[src/rtl/vga_focus_metric_pkg.sv]
// Shared types, widths and arithmetic helpers for the focus-metric block.
package vga_focus_pkg;

   // Frame-tracking states: S_SYNC waits for the first frame boundary, S_RUN measures.
   typedef enum logic {
      S_SYNC,
      S_RUN
   } state_t;

   // Coordinate width; matches the H_Cont/V_Cont counters elsewhere in the video path.
   localparam int COORD_W = 13;

   // Working width of the saturating adder; any accumulator up to this width is supported.
   localparam int SUM_W = 64;

   // Adds an 8-bit gradient to an accumulator and clamps the result at 'limit'.
   function automatic logic [SUM_W-1:0] sat_add(
      input logic [SUM_W-1:0] acc,
      input logic [7:0]       d,
      input logic [SUM_W-1:0] limit
   );
      logic [SUM_W:0] sum;
      sum = {1'b0, acc} + {{(SUM_W-7){1'b0}}, d};
      if (sum > {1'b0, limit}) begin
         return limit;
      end
      return sum[SUM_W-1:0];
   endfunction

endpackage

[src/rtl/vga_focus_metric_if.sv]
// Video tap bundle: the filtered grayscale stream plus its sync/blank qualifiers.
interface vga_focus_metric_if;
   logic [7:0] iVGA_Gr;
   logic       iVGA_VS;
   logic       iVGA_BLANK_N;

   modport master (output iVGA_Gr, output iVGA_VS, output iVGA_BLANK_N);
   modport slave  (input  iVGA_Gr, input  iVGA_VS, input  iVGA_BLANK_N);
endinterface

[src/rtl/vga_focus_metric_pixel_counter.sv]
// Active-area x/y tracker driven by registered blank and vsync; flags over-long lines/frames.
module vga_pixel_counter
   import vga_focus_pkg::*;
#(
   parameter int WIDTH  = 640,
   parameter int HEIGHT = 480
) (
   input  logic               VGA_CLK,
   input  logic               reset_n,
   input  logic               i_blank_n,
   input  logic               i_vs,
   output logic [COORD_W-1:0] o_x,
   output logic [COORD_W-1:0] o_y,
   output logic               o_overrun
);

   localparam logic [COORD_W-1:0] X_MAX = COORD_W'(WIDTH);
   localparam logic [COORD_W-1:0] Y_MAX = COORD_W'(HEIGHT);

   logic               r_blank_prev;
   logic [COORD_W-1:0] r_x;
   logic [COORD_W-1:0] r_y;
   logic               r_overrun;
   logic               w_blank_fall;

   assign w_blank_fall = r_blank_prev & ~i_blank_n;

   // Advance x per active pixel, y per line end, restart on vsync; both clamp at the frame size.
   always_ff @(posedge VGA_CLK) begin
      if (!reset_n) begin
         r_blank_prev <= 1'b0;
         r_x          <= '0;
         r_y          <= '0;
         r_overrun    <= 1'b0;
      end else begin
         r_blank_prev <= i_blank_n;
         if (!i_vs) begin
            r_x <= '0;
            r_y <= '0;
         end else if (w_blank_fall) begin
            r_x <= '0;
            if (r_y != Y_MAX) begin
               r_y <= r_y + 1'b1;
            end
         end else if (i_blank_n && (r_x != X_MAX)) begin
            r_x <= r_x + 1'b1;
         end
         // An active pixel arriving once a counter is already at its limit means the line
         // or frame is longer than configured; the flag stays set until reset.
         if (i_blank_n && ((r_x == X_MAX) || (r_y == Y_MAX))) begin
            r_overrun <= 1'b1;
         end
      end
   end

   assign o_x       = r_x;
   assign o_y       = r_y;
   assign o_overrun = r_overrun;

endmodule

[src/rtl/vga_focus_metric.sv]
// Per-frame sharpness metric: sum of |horizontal grayscale gradient| inside a window,
// with peak tracking for the auto-focus search. Observes the stream without altering it.
module vga_focus_metric
   import vga_focus_pkg::*;
#(
   parameter int WIDTH  = 640,
   parameter int HEIGHT = 480,
   parameter int WIN_X0 = 160,
   parameter int WIN_Y0 = 120,
   parameter int WIN_W  = 320,
   parameter int WIN_H  = 240,
   parameter int ACC_W  = 32
) (
   input  logic                VGA_CLK,
   input  logic                reset_n,
   vga_focus_metric_if.slave   vga,
   input  logic                iPeak_clear,
   output logic [ACC_W-1:0]    oMetric,
   output logic                oMetric_valid,
   output logic [ACC_W-1:0]    oPeak,
   output logic                oOverrun
);

   localparam logic [ACC_W-1:0]   ACC_MAX = '1;
   // Window bounds expressed as offset + span so that a zero origin needs no
   // always-true comparison; the first window column is skipped since its left
   // neighbour lies outside the window.
   localparam logic [COORD_W-1:0] X_LO   = COORD_W'(WIN_X0 + 1);
   localparam logic [COORD_W-1:0] X_SPAN = COORD_W'(WIN_W - 1);
   localparam logic [COORD_W-1:0] Y_LO   = COORD_W'(WIN_Y0);
   localparam logic [COORD_W-1:0] Y_SPAN = COORD_W'(WIN_H);

   logic [7:0]         r_s1_gr;
   logic               r_s1_vs;
   logic               r_s1_blank_n;
   logic               r_vs_prev;
   logic [7:0]         r_prev_gr;
   state_t             r_state;
   logic [ACC_W-1:0]   r_acc;
   logic [ACC_W-1:0]   r_metric;
   logic               r_metric_valid;
   logic [ACC_W-1:0]   r_peak;

   logic               w_vs_fall;
   logic [COORD_W-1:0] w_x;
   logic [COORD_W-1:0] w_y;
   logic [COORD_W-1:0] w_x_off;
   logic [COORD_W-1:0] w_y_off;
   logic               w_in_win;
   logic               w_overrun;
   logic signed [8:0]  w_diff_s;
   logic signed [8:0]  w_diff_neg;
   logic [7:0]         w_diff;
   logic [ACC_W-1:0]   w_acc_next;
   logic [ACC_W-1:0]   w_peak_base;

   // Input stage: every decision below works on these registered copies.
   always_ff @(posedge VGA_CLK) begin
      if (!reset_n) begin
         r_s1_gr      <= '0;
         r_s1_vs      <= 1'b0;
         r_s1_blank_n <= 1'b0;
         r_vs_prev    <= 1'b0;
      end else begin
         r_s1_gr      <= vga.iVGA_Gr;
         r_s1_vs      <= vga.iVGA_VS;
         r_s1_blank_n <= vga.iVGA_BLANK_N;
         r_vs_prev    <= r_s1_vs;
      end
   end

   assign w_vs_fall = r_vs_prev & ~r_s1_vs;

   vga_pixel_counter #(
      .WIDTH  (WIDTH),
      .HEIGHT (HEIGHT)
   ) u_counter (
      .VGA_CLK   (VGA_CLK),
      .reset_n   (reset_n),
      .i_blank_n (r_s1_blank_n),
      .i_vs      (r_s1_vs),
      .o_x       (w_x),
      .o_y       (w_y),
      .o_overrun (w_overrun)
   );

   assign w_x_off  = w_x - X_LO;
   assign w_y_off  = w_y - Y_LO;
   assign w_in_win = r_s1_blank_n && (w_x_off < X_SPAN) && (w_y_off < Y_SPAN);

   assign w_diff_s   = $signed({1'b0, r_s1_gr}) - $signed({1'b0, r_prev_gr});
   assign w_diff_neg = -w_diff_s;
   assign w_diff     = w_diff_s[8] ? w_diff_neg[7:0] : w_diff_s[7:0];
   assign w_acc_next = ACC_W'(sat_add(SUM_W'(r_acc), w_diff, SUM_W'(ACC_MAX)));

   // A clear in the same cycle as a report takes effect first.
   assign w_peak_base = iPeak_clear ? '0 : r_peak;

   // Left-neighbour pixel; follows every active pixel, including ones outside the window.
   always_ff @(posedge VGA_CLK) begin
      if (!reset_n) begin
         r_prev_gr <= '0;
      end else if (r_s1_blank_n) begin
         r_prev_gr <= r_s1_gr;
      end
   end

   // Frame FSM: accumulate in the window, report and restart at every vsync fall.
   always_ff @(posedge VGA_CLK) begin
      if (!reset_n) begin
         r_state        <= S_SYNC;
         r_acc          <= '0;
         r_metric       <= '0;
         r_metric_valid <= 1'b0;
         r_peak         <= '0;
      end else begin
         r_metric_valid <= 1'b0;
         if (iPeak_clear) begin
            r_peak <= '0;
         end
         case (r_state)
            S_SYNC: begin
               // The frame in progress at reset is incomplete, so nothing is measured until
               // the next boundary.
               r_acc <= '0;
               if (w_vs_fall) begin
                  r_state <= S_RUN;
               end
            end
            S_RUN: begin
               if (w_vs_fall) begin
                  r_metric       <= r_acc;
                  r_metric_valid <= 1'b1;
                  r_acc          <= '0;
                  if (r_acc > w_peak_base) begin
                     r_peak <= r_acc;
                  end
               end else if (w_in_win) begin
                  r_acc <= w_acc_next;
               end
            end
            default: begin
               r_state <= S_SYNC;
               r_acc   <= '0;
            end
         endcase
      end
   end

   assign oMetric       = r_metric;
   assign oMetric_valid = r_metric_valid;
   assign oPeak         = r_peak;
   assign oOverrun      = w_overrun;

endmodule

[src/flat_wrapper.sv]
// flat-port wrapper written by rule: the top's interface ports become plain ports
module vga_focus_metric_flat import vga_focus_pkg::*;
#(
   parameter int WIDTH  = 640,
   parameter int HEIGHT = 480,
   parameter int WIN_X0 = 160,
   parameter int WIN_Y0 = 120,
   parameter int WIN_W  = 320,
   parameter int WIN_H  = 240,
   parameter int ACC_W  = 32
)
  (VGA_CLK, reset_n, iPeak_clear, oMetric, oMetric_valid, oPeak, oOverrun, vga_iVGA_Gr, vga_iVGA_VS, vga_iVGA_BLANK_N);
  vga_focus_metric_if vga_i ();
  input  logic VGA_CLK;
  input  logic reset_n;
  input  logic iPeak_clear;
  output logic [ACC_W-1:0] oMetric;
  output logic oMetric_valid;
  output logic [ACC_W-1:0] oPeak;
  output logic oOverrun;
  input wire logic [$bits(vga_i.iVGA_Gr)-1:0] vga_iVGA_Gr;
  input wire logic [$bits(vga_i.iVGA_VS)-1:0] vga_iVGA_VS;
  input wire logic [$bits(vga_i.iVGA_BLANK_N)-1:0] vga_iVGA_BLANK_N;
  assign vga_i.iVGA_Gr = vga_iVGA_Gr;
  assign vga_i.iVGA_VS = vga_iVGA_VS;
  assign vga_i.iVGA_BLANK_N = vga_iVGA_BLANK_N;
  vga_focus_metric #(.WIDTH(WIDTH), .HEIGHT(HEIGHT), .WIN_X0(WIN_X0), .WIN_Y0(WIN_Y0), .WIN_W(WIN_W), .WIN_H(WIN_H), .ACC_W(ACC_W)) u_core (.VGA_CLK(VGA_CLK), .reset_n(reset_n), .vga(vga_i), .iPeak_clear(iPeak_clear), .oMetric(oMetric), .oMetric_valid(oMetric_valid), .oPeak(oPeak), .oOverrun(oOverrun));
endmodule
[config.mk]
export PLATFORM = sky130hd
export DESIGN_NAME = vga_focus_metric_flat
export DESIGN_NICKNAME = d
export VERILOG_FILES = /design/src/rtl/vga_focus_metric_pkg.sv /design/src/rtl/vga_focus_metric_if.sv /design/src/rtl/vga_focus_metric_pixel_counter.sv /design/src/rtl/vga_focus_metric.sv /design/src/flat_wrapper.sv
export SDC_FILE = /design/constraint.sdc
export NUM_CORES = 1
export LEC_CHECK = 0
export BUFFER_PORTS_ARGS = -buffer_cell sky130_fd_sc_hd__buf_2
export CORE_MARGIN = 5
export CORE_UTILIZATION = 60
export CTS_CLUSTER_SIZE = 24
export DETAILED_ROUTE_END_ITERATION = 8
export PLACE_DENSITY = 0.9
export SYNTH_ARGS = -nofsm -noshare
export SYNTH_HDL_FRONTEND = slang
export SYNTH_SLANG_ARGS = --single-unit
[constraint.sdc]
create_clock -name VGA_CLK -period 5.4 [get_ports VGA_CLK]
set_input_delay 0.54 -clock VGA_CLK [delete_from_list [all_inputs] [get_ports VGA_CLK]]
set_output_delay 0.54 -clock VGA_CLK [all_outputs]
set_load 0.005 [all_outputs]
==> results_tabular.tex, run 1 <==
\begin{tabular}{lr}
\hline
Metric & Value \\
\hline
\multicolumn{2}{l}{\textbf{Timing}} \\
\quad Tightest Pin Transition & 1.00 ns \\
\quad Relative slew margins & 32.8\% \\
\quad Final Hold Slack & 0.322 ns \\
\quad Final worst path period need & 4.77 ns \\
\quad Unrepaired setup endpoints after global routing & no \\
\quad Final Worst Setup Slack & 0.626 ns \\
\quad Crit share post-route & 88.4\% \\
\quad Number of max-slew violations in the final report & 0 \\
\quad Count of endpoints failing hold in the final timing report & 0 \\
\quad Maximum clock rate & 209 MHz \\
\quad Fin Setup TNS & 0 ns \\
\quad Final Setup Violations & 0 \\
\quad Maximum clock skew at final layout & 0.00784 ns \\
\multicolumn{2}{l}{\textbf{Finish}} \\
\quad Non-filler cells, final & 1,179 \\
\quad Share of layout cells above drive strength 1 & 12.6\% \\
\quad Fill cell total of the finished layout & 987 \\
\quad Ant diodes & 0 \\
\quad Final Net Count & 1,062 \\
\quad Relative area change from synthesis to final layout & 13.5\% \\
\multicolumn{2}{l}{\textbf{Min path}} \\
\quad Hold path cells & 2 \\
\quad Tightest Hold Check Type & primary input to register \\
\quad Critical hold path startpoint & vga\_iVGA\_Gr[4] \\
\multicolumn{2}{l}{\textbf{Route}} \\
\quad Average wire per cell in the routed design & 16.1 um \\
\quad Total Wirelength & 19.0 mm \\
\quad Count of vias placed by the detailed router & 7,090 \\
\quad Drt first pass iters & 6 \\
\quad Count of antenna-violating nets left after detailed routing & 0 \\
\quad Vias per cell & 6.01 \\
\quad Final routed DRC violation total & 0 \\
\quad Iteration-0 DRC count of the detailed router & 578 \\
\multicolumn{2}{l}{\textbf{Power and ir drop}} \\
\quad Pwr Total & 2.48 mW \\
\quad Reported leakage power & 3.54 nW \\
\quad Power per unit of standard cell area & 276 mW/mm\^{}2 \\
\quad IR drop worst, VDD & 0.247 mV \\
\multicolumn{2}{l}{\textbf{Flow run}} \\
\quad Max-capacitance violation count & 0 \\
\multicolumn{2}{l}{\textbf{Outcome}} \\
\quad Result of the run & complete, no violations \\
\multicolumn{2}{l}{\textbf{CTS}} \\
\quad Post-cts gate resize count & 0 \\
\quad Longest Clk Path Bufs & 2 \\
\quad TritonCTS clock tree & built \\
\quad Number of buffers inserted for hold repair after clock tree synthesis & 0 \\
\quad Clock-pin slew of the registers on the worst-case setup and hold paths & 0.06 ns \\
\quad TritonCTS Sinks & 145 \\
\quad Root buffer selected by CTS & sky130\_fd\_sc\_hd\_\_clkbuf\_16 \\
\quad Clock buffers created by TritonCTS & 17 \\
\quad Depth of the CTS H-tree & 4 \\
\quad Clock network latency to the later pin of the worst-skew pair & 0.42 ns \\
\quad Post-CTS setup buffer count & 0 \\
\multicolumn{2}{l}{\textbf{Synthesis}} \\
\quad Simple-gate portion of the synthesized area & 24.8\% \\
\quad Fraction of the yosys area taken by sequential cells & 36.6\% \\
\quad Multiplexer area fraction after synthesis & 3.05\% \\
\quad Yosys warns & 0 \\
\quad Main synth FF type & sky130\_fd\_sc\_hd\_\_dfxtp\_1 \\
\quad Number of distinct library cells after synthesis & 58 \\
\quad Area share of xor/xnor cells in the synthesized design & 3.98\% \\
\quad Number of flops mapped to enable cells by yosys & 0 \\
\quad Post-Syn Area & 0.00792 sq mm \\
\quad Cell count after synthesis & 937 \\
\quad Fraction of registers with async set/reset & 0\% \\
\quad FF+latch count, synth & 145 \\
\quad Largest family of logic cells by synthesized area & simple AND/OR/NAND/NOR gates \\
\quad Net Count, Synth & 1,009 \\
\quad Area leader, netlist & sky130\_fd\_sc\_hd\_\_dfxtp\_1 \\
\quad Area fraction in compound gates after synthesis & 17.5\% \\
\quad Post-synthesis adder-cell area fraction & 9.51\% \\
\quad Area share of the largest cell type after synthesis & 36.6\% \\
\quad Top cells by area in the synthesized netlist & sky130\_fd\_sc\_hd\_\_dfxtp\_1 (37\%), sky130\_fd\_sc\_hd\_\_ha\_1 (9.0\%), sky130\_fd\_sc\_hd\_\_nand2\_1 (5.8\%) \\
\quad Mean Syn Cell Area & 8.46 sq um \\
\multicolumn{2}{l}{\textbf{Place}} \\
\quad Number of I/O port buffers & 78 \\
\quad Pre-CTS setup slack & 0.733 ns \\
\quad Final HPWL DP & 12.7 mm \\
\quad Gp weighted congestion & 0.954 \\
\quad Placed Cells & 1,147 \\
\multicolumn{2}{l}{\textbf{Floorplan}} \\
\quad Area enclosed by the die boundary & 0.0156 sq mm \\
\quad Std-Cell Rows & 42 \\
\quad Core outline area & 0.0131 sq mm \\
\quad Starting utilization of the core area & 60.5\% \\
\quad Num ports & 79 \\
\quad Die outline width & 125 um \\
\quad Die extent in y & 125 um \\
\multicolumn{2}{l}{\textbf{Critical path}} \\
\quad Stages on the worst setup path & 17 \\
\quad Crit-path max cell delay & 0.82 ns \\
\quad Critical Path End Type & register \\
\quad Top Family by Delay on Critical Path & compound AO/OA/AOI/OAI gates \\
\quad Worst Path Arrival & 5.10 ns \\
\quad Crit path max fanout & 9 \\
\quad Classification of the worst setup path & register to register \\
\quad Slowest stage cell, crit path & sky130\_fd\_sc\_hd\_\_nor3\_1 \\
\quad Critical path launch point & u\_core.r\_s1\_gr[0] \\
\quad CP bufs+invs & 2 \\
\quad Critical-path cell list & inv\_1, ha\_1, inv\_1, fa\_1, a21oi\_1, o21ai\_0, o31a\_1, o21ai\_0, nand2b\_1, a31oi\_1, xnor2\_1, ha\_1, nand2\_1, o31a\_1, nor3\_1, a21oi\_1, a311oi\_1 \\
\quad Startpoint kind of the worst setup timing path & register \\
\quad Cell depth of the worst flop-to-flop path & 17 \\
\quad Reg2Reg Launch Point & u\_core.r\_s1\_gr[0] \\
\quad CP Data Required Time & 5.72 ns \\
\multicolumn{2}{l}{\textbf{GRT}} \\
\quad Total grt overflow & 0 \\
\quad Vias in the first global route & 6,638 \\
\quad Global-route wire length before repair & 31.9 mm \\
\quad Pin count of the biggest net entering global routing & 108 \\
\quad Antenna violations before repair & 0 \\
\quad GRT Util Overall & 24.2\% \\
\hline
\end{tabular}
[worst reg2reg max path: stages, from the launching register on]
cell                       delay [ns]
sky130_fd_sc_hd__dfxtp_1         0.31
sky130_fd_sc_hd__inv_1           0.05
sky130_fd_sc_hd__ha_1            0.16
sky130_fd_sc_hd__inv_1           0.06
sky130_fd_sc_hd__fa_1            0.40
sky130_fd_sc_hd__a21oi_1         0.20
sky130_fd_sc_hd__o21ai_0         0.17
sky130_fd_sc_hd__o31a_1          0.28
sky130_fd_sc_hd__o21ai_0         0.15
sky130_fd_sc_hd__nand2b_1        0.19
sky130_fd_sc_hd__a31oi_1         0.26
sky130_fd_sc_hd__xnor2_1         0.15
sky130_fd_sc_hd__ha_1            0.34
sky130_fd_sc_hd__nand2_1         0.11
sky130_fd_sc_hd__o31a_1          0.37
sky130_fd_sc_hd__nor3_1          0.82
sky130_fd_sc_hd__a21oi_1         0.31
sky130_fd_sc_hd__a311oi_1        0.36
[metrics by stage]
stage | utilization (%) | cell area [sq um]
6_report | 68.7 | 8990
4_1_cts | 68.7 | 8990
5_1_grt | 68.7 | 8990
2_1_floorplan | - | 7920
3_3_place_gp | 64.0 | 8370
3_5_place_dp | 64.0 | 8370
[where the power goes]
part / leakage, nW / internal, mW / total [mW] / switching, mW
Clock: 0.299 / 0.774 / 1.22 / 0.445
Sequential: 1.17 / 1.08 / 1.08 / 0.00701
Combinational: 2.07 / 0.0768 / 0.181 / 0.105
Total: 3.54 / 1.93 / 2.48 / 0.557
[cells in the mapped netlist (all sizes together), types with 2 or more instances]
library cell  count
fa                2
o21ai            47
buf               9
a21o              9
dfxtp           145
nor2b            17
a211oi            4
nor2             51
mux2i            23
nor4             10
nand3            18
xnor2            17
a21boi           33
o41ai             3
inv              38
o21a              5
o31ai             3
and4              8
a311oi           24
a31oi             4
and3             11
a41oi             7
nand4            17
clkbuf           42
and2             27
o21bai            2
nand2b           36
or4               2
nor3b             3
xor2             19
o211ai            4
nor3             24
o31a              3
nand4b           20
ha               57
or2               3
a21oi            50
or3               5
nand2           123
[cell families (layout without fill, tap and decap cells)]
group | Yosys count | after routing
adders and majority gates | 59 | 59
xor gates and xnor gates | 36 | 36
and+or+nand+nor | 378 | 378
AOI/OAI and AO/OA | 206 | 206
DFF | 145 | 145
muxes | 24 | 24
buffers and inverters | 89 | 155
[area by class of cell]
class / count / area (sq um) / share of cell area, %
tap: 176 / 220 / 2.45
timing repair buffer: 85 / 443 / 4.93
inverter: 38 / 143 / 1.59
sequential: 145 / 2900 / 32.3
clock inverter: 9 / 129 / 1.43
multi-input combinational: 703 / 4670 / 51.9
clock buffer: 23 / 488 / 5.43
[cells in the final DEF, fill, tap and decap left out, types with 11 or more instances in the layout]
cell / Yosys / layout
sky130_fd_sc_hd__dfxtp_1: 145 / 145
sky130_fd_sc_hd__nand2_1: 123 / 123
sky130_fd_sc_hd__buf_2: 5 / 78
sky130_fd_sc_hd__ha_1: 57 / 57
sky130_fd_sc_hd__nor2_1: 51 / 51
sky130_fd_sc_hd__a21oi_1: 50 / 50
sky130_fd_sc_hd__o21ai_0: 46 / 46
sky130_fd_sc_hd__inv_1: 38 / 38
sky130_fd_sc_hd__nand2b_1: 36 / 36
sky130_fd_sc_hd__a21boi_0: 33 / 33
sky130_fd_sc_hd__and2_1: 27 / 27
sky130_fd_sc_hd__nor3_1: 24 / 24
sky130_fd_sc_hd__mux2i_1: 23 / 23
sky130_fd_sc_hd__a311oi_1: 23 / 23
sky130_fd_sc_hd__nand4b_1: 20 / 20
sky130_fd_sc_hd__xor2_1: 19 / 19
sky130_fd_sc_hd__nand3_1: 18 / 18
sky130_fd_sc_hd__nor2b_1: 17 / 17
sky130_fd_sc_hd__xnor2_1: 17 / 17
sky130_fd_sc_hd__nand4_1: 17 / 17
sky130_fd_sc_hd__clkbuf_16: 0 / 17
sky130_fd_sc_hd__and3_1: 11 / 11
[worst paths after layout]
kind	end	slack [ns]
hold reg to reg	u_core.oMetric[22]	0.46
hold / removal	u_core.r_s1_gr[4]	0.32
setup / recovery	u_core.r_acc[8]	0.63
setup reg to reg	u_core.r_acc[8]	0.63
[routing by layer]
layer | up-vias | wire, um | global-route usage [%]
li1 | 3444 | - | -
met1 | 3362 | 8180 | 30.2
met2 | 239 | 9310 | 41.5
met3 | 45 | 1100 | 5.87
met4 | 0 | 363 | 7.08
met5 | - | 0 | 0
[sequential cells by signal (all words and copies together), names as in the netlist]
signal	count
u_core.r_s1_gr	8
u_core.u_counter.o_overrun	1
u_core.u_counter.r_blank_prev	1
u_core.r_vs_prev	1
u_core.u_counter.o_x	13
u_core.r_acc	32
u_core.oMetric_valid	1
u_core.r_state	1
u_core.r_prev_gr	8
u_core.r_s1_blank_n	1
u_core.oMetric	32
u_core.oPeak	32
u_core.r_s1_vs	1
u_core.u_counter.o_y	13
Note: power is estimated with default switching activity, not from simulation.
==> inputs of run 2 (changes only) <==
ABC_AREA = 1   (was default)
PLACE_DENSITY = 0.89   (was 0.9)
==> run 2 against run 1 <==
  * Count of clock-buffer cells in the layout fell by 6
  * Largest power group unchanged
  * Total power increased by 0.92%
  * Area after synthesis up 15%
==> results_tabular.tex, run 2 <==
\begin{tabular}{lr}
\hline
Metric & Value \\
\hline
\multicolumn{2}{l}{\textbf{Outcome}} \\
\quad Result of the run & complete, no violations \\
\multicolumn{2}{l}{\textbf{Timing}} \\
\quad Number of max-slew violations in the final report & 0 \\
\quad Final worst path period need & 4.33 ns \\
\quad Unrepaired setup endpoints after global routing & no \\
\quad Count of endpoints failing hold in the final timing report & 0 \\
\quad Relative slew margins & 21.0\% \\
\quad Final Setup Violations & 0 \\
\quad Tightest Pin Transition & 1.18 ns \\
\quad Fin Setup TNS & 0 ns \\
\quad Maximum clock rate & 231 MHz \\
\quad Maximum clock skew at final layout & 0.0116 ns \\
\quad Crit share post-route & 80.3\% \\
\multicolumn{2}{l}{\textbf{CTS}} \\
\quad TritonCTS clock tree & built \\
\quad Clock network latency to the later pin of the worst-skew pair & 0.44 ns \\
\quad Post-cts gate resize count & 0 \\
\quad Post-CTS setup buffer count & 0 \\
\quad Clock buffers created by TritonCTS & 17 \\
\quad Longest Clk Path Bufs & 2 \\
\quad Clock-pin slew of the registers on the worst-case setup and hold paths & 0.07 ns \\
\quad Depth of the CTS H-tree & 4 \\
\quad Number of buffers inserted for hold repair after clock tree synthesis & 0 \\
\quad TritonCTS Sinks & 145 \\
\quad Root buffer selected by CTS & sky130\_fd\_sc\_hd\_\_clkbuf\_16 \\
\multicolumn{2}{l}{\textbf{Critical path}} \\
\quad Stages on the worst setup path & 28 \\
\quad Reg2Reg Launch Point & u\_core.r\_s1\_gr[0] \\
\quad Startpoint kind of the worst setup timing path & register \\
\quad Most common cell on crit path & sky130\_fd\_sc\_hd\_\_nand2\_1 \\
\quad Cell depth of the worst flop-to-flop path & 28 \\
\quad Destination of the worst register-to-register timing path & u\_core.r\_acc[20] \\
\quad CP bufs+invs & 5 \\
\quad Critical path launch point & u\_core.r\_s1\_gr[0] \\
\quad Worst setup endpoint & u\_core.r\_acc[20] \\
\quad CP Data Required Time & 5.75 ns \\
\quad Worst Path Arrival & 4.68 ns \\
\quad Slowest stage cell, crit path & sky130\_fd\_sc\_hd\_\_nand4\_2 \\
\quad Classification of the worst setup path & register to register \\
\quad Critical Path End Type & register \\
\quad Worst setup slack for register-to-register paths & 1.07 ns \\
\quad Crit path max fanout & 17 \\
\quad Top Family by Delay on Critical Path & simple AND/OR/NAND/NOR gates \\
\quad Crit-path max cell delay & 0.45 ns \\
\multicolumn{2}{l}{\textbf{Synthesis}} \\
\quad Top cells by area in the synthesized netlist & sky130\_fd\_sc\_hd\_\_dfxtp\_1 (32\%), sky130\_fd\_sc\_hd\_\_nand2\_1 (17\%), sky130\_fd\_sc\_hd\_\_nand3\_1 (9.0\%) \\
\quad Fraction of registers with async set/reset & 0\% \\
\quad Commonest cells in the netlist & sky130\_fd\_sc\_hd\_\_nand2\_1 (406), sky130\_fd\_sc\_hd\_\_nand3\_1 (163), sky130\_fd\_sc\_hd\_\_dfxtp\_1 (145) \\
\quad Net Count, Synth & 1,460 \\
\quad FF+latch count, synth & 145 \\
\quad Area leader, netlist & sky130\_fd\_sc\_hd\_\_dfxtp\_1 \\
\quad Area share of the largest cell type after synthesis & 32.0\% \\
\quad Multiplexer area fraction after synthesis & 0\% \\
\quad Number of flops mapped to enable cells by yosys & 0 \\
\quad Area share of xor/xnor cells in the synthesized design & 2.80\% \\
\quad Number of distinct library cells after synthesis & 38 \\
\quad Simple-gate portion of the synthesized area & 38.0\% \\
\quad Post-Syn Area & 0.00907 sq mm \\
\quad Mean Syn Cell Area & 6.54 sq um \\
\quad Post-synthesis adder-cell area fraction & 8.30\% \\
\quad Main synth FF type & sky130\_fd\_sc\_hd\_\_dfxtp\_1 \\
\quad Fraction of the yosys area taken by sequential cells & 32.0\% \\
\quad Largest family of logic cells by synthesized area & simple AND/OR/NAND/NOR gates \\
\quad Yosys warns & 0 \\
\quad Area fraction in compound gates after synthesis & 9.65\% \\
\quad Most repeated cell in the gate-level netlist after synthesis & sky130\_fd\_sc\_hd\_\_nand2\_1 \\
\quad Cell count after synthesis & 1,388 \\
\multicolumn{2}{l}{\textbf{Power and ir drop}} \\
\quad Cell-internal power & 1.79 mW \\
\quad Net switching power & 0.719 mW \\
\quad Switching Share & 28.7\% \\
\quad Combinational group share of total power & 11.3\% \\
\quad Clock network fraction of design power & 45.5\% \\
\quad Pwr Total & 2.51 mW \\
\quad Reported leakage power & 4.71 nW \\
\quad Fraction of power consumed by sequential logic & 43.2\% \\
\quad IR drop worst, VDD & 0.217 mV \\
\quad Power per unit of standard cell area & 250 mW/mm\^{}2 \\
\multicolumn{2}{l}{\textbf{GRT}} \\
\quad Pin count of the biggest net entering global routing & 72 \\
\quad Global-route wire length before repair & 40.5 mm \\
\quad Total grt overflow & 0 \\
\quad Vias in the first global route & 8,663 \\
\quad GRT Util Overall & 27.3\% \\
\quad Antenna violations before repair & 0 \\
\multicolumn{2}{l}{\textbf{Floorplan}} \\
\quad Area enclosed by the die boundary & 0.0177 sq mm \\
\quad Core outline area & 0.0150 sq mm \\
\quad Std-Cell Rows & 45 \\
\quad Starting utilization of the core area & 60.4\% \\
\quad Die extent in y & 133 um \\
\quad Die outline width & 133 um \\
\quad Num ports & 79 \\
\multicolumn{2}{l}{\textbf{Route}} \\
\quad Iteration-0 DRC count of the detailed router & 828 \\
\quad Count of vias placed by the detailed router & 9,276 \\
\quad Drt first pass iters & 5 \\
\quad Final routed DRC violation total & 0 \\
\quad Count of antenna-violating nets left after detailed routing & 0 \\
\quad Average wire per cell in the routed design & 14.6 um \\
\quad Total Wirelength & 23.9 mm \\
\quad Vias per cell & 5.69 \\
\multicolumn{2}{l}{\textbf{Finish}} \\
\quad Final standard cell utilization of the core & 66.6\% \\
\quad Final Net Count & 1,501 \\
\quad Relative area change from synthesis to final layout & 10.3\% \\
\quad Non-filler cells, final & 1,630 \\
\quad Share of layout cells above drive strength 1 & 9.92\% \\
\quad Fill cell total of the finished layout & 1,310 \\
\quad Ant diodes & 0 \\
\quad Highest-count cells in the layout ignoring fill and taps & sky130\_fd\_sc\_hd\_\_nand2\_1 (406), sky130\_fd\_sc\_hd\_\_nand3\_1 (163), sky130\_fd\_sc\_hd\_\_dfxtp\_1 (145), sky130\_fd\_sc\_hd\_\_inv\_1 (131), sky130\_fd\_sc\_hd\_\_a21oi\_1 (121) \\
\quad Post-Layout Inst Area & 0.0100 sq mm \\
\quad Most common cell after layout, fill and taps aside & sky130\_fd\_sc\_hd\_\_nand2\_1 \\
\multicolumn{2}{l}{\textbf{Min path}} \\
\quad Critical hold path startpoint & vga\_iVGA\_Gr[1] \\
\quad Tightest Hold Check Type & primary input to register \\
\multicolumn{2}{l}{\textbf{Place}} \\
\quad Gp weighted congestion & 0.946 \\
\quad Final HPWL DP & 16.8 mm \\
\quad Number of I/O port buffers & 78 \\
\quad Placed Cells & 1,598 \\
\quad Cell area after placement & 0.00945 sq mm \\
\multicolumn{2}{l}{\textbf{Flow run}} \\
\quad Max-capacitance violation count & 0 \\
\hline
\end{tabular}
[run 2: cell count changes in the layout (fill, tap and decap cells not counted), sizes merged, moves of 20 or more]
cell / previous run / this run
nand2: 123 / 410
nand3: 18 / 164
inv: 38 / 149
a21oi: 50 / 122
nor2: 51 / 122
nand2b: 36 / 0
nand4: 17 / 49
and2: 27 / 1
o21ai: 47 / 22
a311oi: 24 / 0
mux2i: 23 / 0
nand4b: 20 / 0
[run 2: cell type report]
class	count	area (sq um)	share of cell area, %
Tap cell	188	235	2.35
Inverter	139	522	5.21
Timing Repair Buffer	86	450	4.50
Multi-Input combinational cell	1040	5340	53.3
Clock inverter	15	138	1.37
Clock buffer	17	425	4.25
Sequential cell	145	2900	29.0
[run 2: metrics by stage]
stage / hold slack, ns / setup WS [ns]
after floorplan: 0.436 / 2.31
after global placement: 0.443 / 1.42
after detailed placement: 0.452 / 1.22
after CTS: 0.276 / 1.14
after global routing: 0.274 / 0.601
final: 0.286 / 1.07
[run 2: worst min-delay path by stage]
stage / to / slack [ns] / cells after the start
after CTS: u_core.r_s1_gr[1] / 0.28 / 3
after global routing: u_core.r_s1_gr[1] / 0.27 / 3
after detailed placement: u_core.u_counter.o_overrun / 0.45 / 1
final: u_core.r_s1_gr[1] / 0.29 / 3
after floorplan: u_core.r_prev_gr[7] / 0.44 / 2
after global placement: u_core.u_counter.o_overrun / 0.44 / 1
[run 2: cell families after synthesis]
kind of cell / count (synthesis)
buffers and inverters: 203
adders and majority gates: 59
and+or+nand+nor: 788
DFF: 145
AOI/OAI and AO/OA: 164
xor gates and xnor gates: 29
[run 2: per-layer routing]
layer / GRT usage [%] / wire (um)
met3: 6.65 / 2450
met4: 9.53 / 433
met1: 36.4 / 10300
met5: 0 / 0
met2: 43.1 / 10700
[run 2: power groups by stage]
stage               sequential, mW  combinational (mW)  clock [mW]
floorplan                     1.11               0.230           0
global placement              1.11               0.275           0
global route                  1.08               0.324        1.20
CTS                           1.08               0.282        1.15
detailed placement            1.11               0.281           0
finish                        1.08               0.284        1.14
[run 2: worst min-delay path: stages]
cell and delay [ns]:
sky130_fd_sc_hd__buf_2 0.08, sky130_fd_sc_hd__nand2_1 0.04, sky130_fd_sc_hd__inv_1 0.04
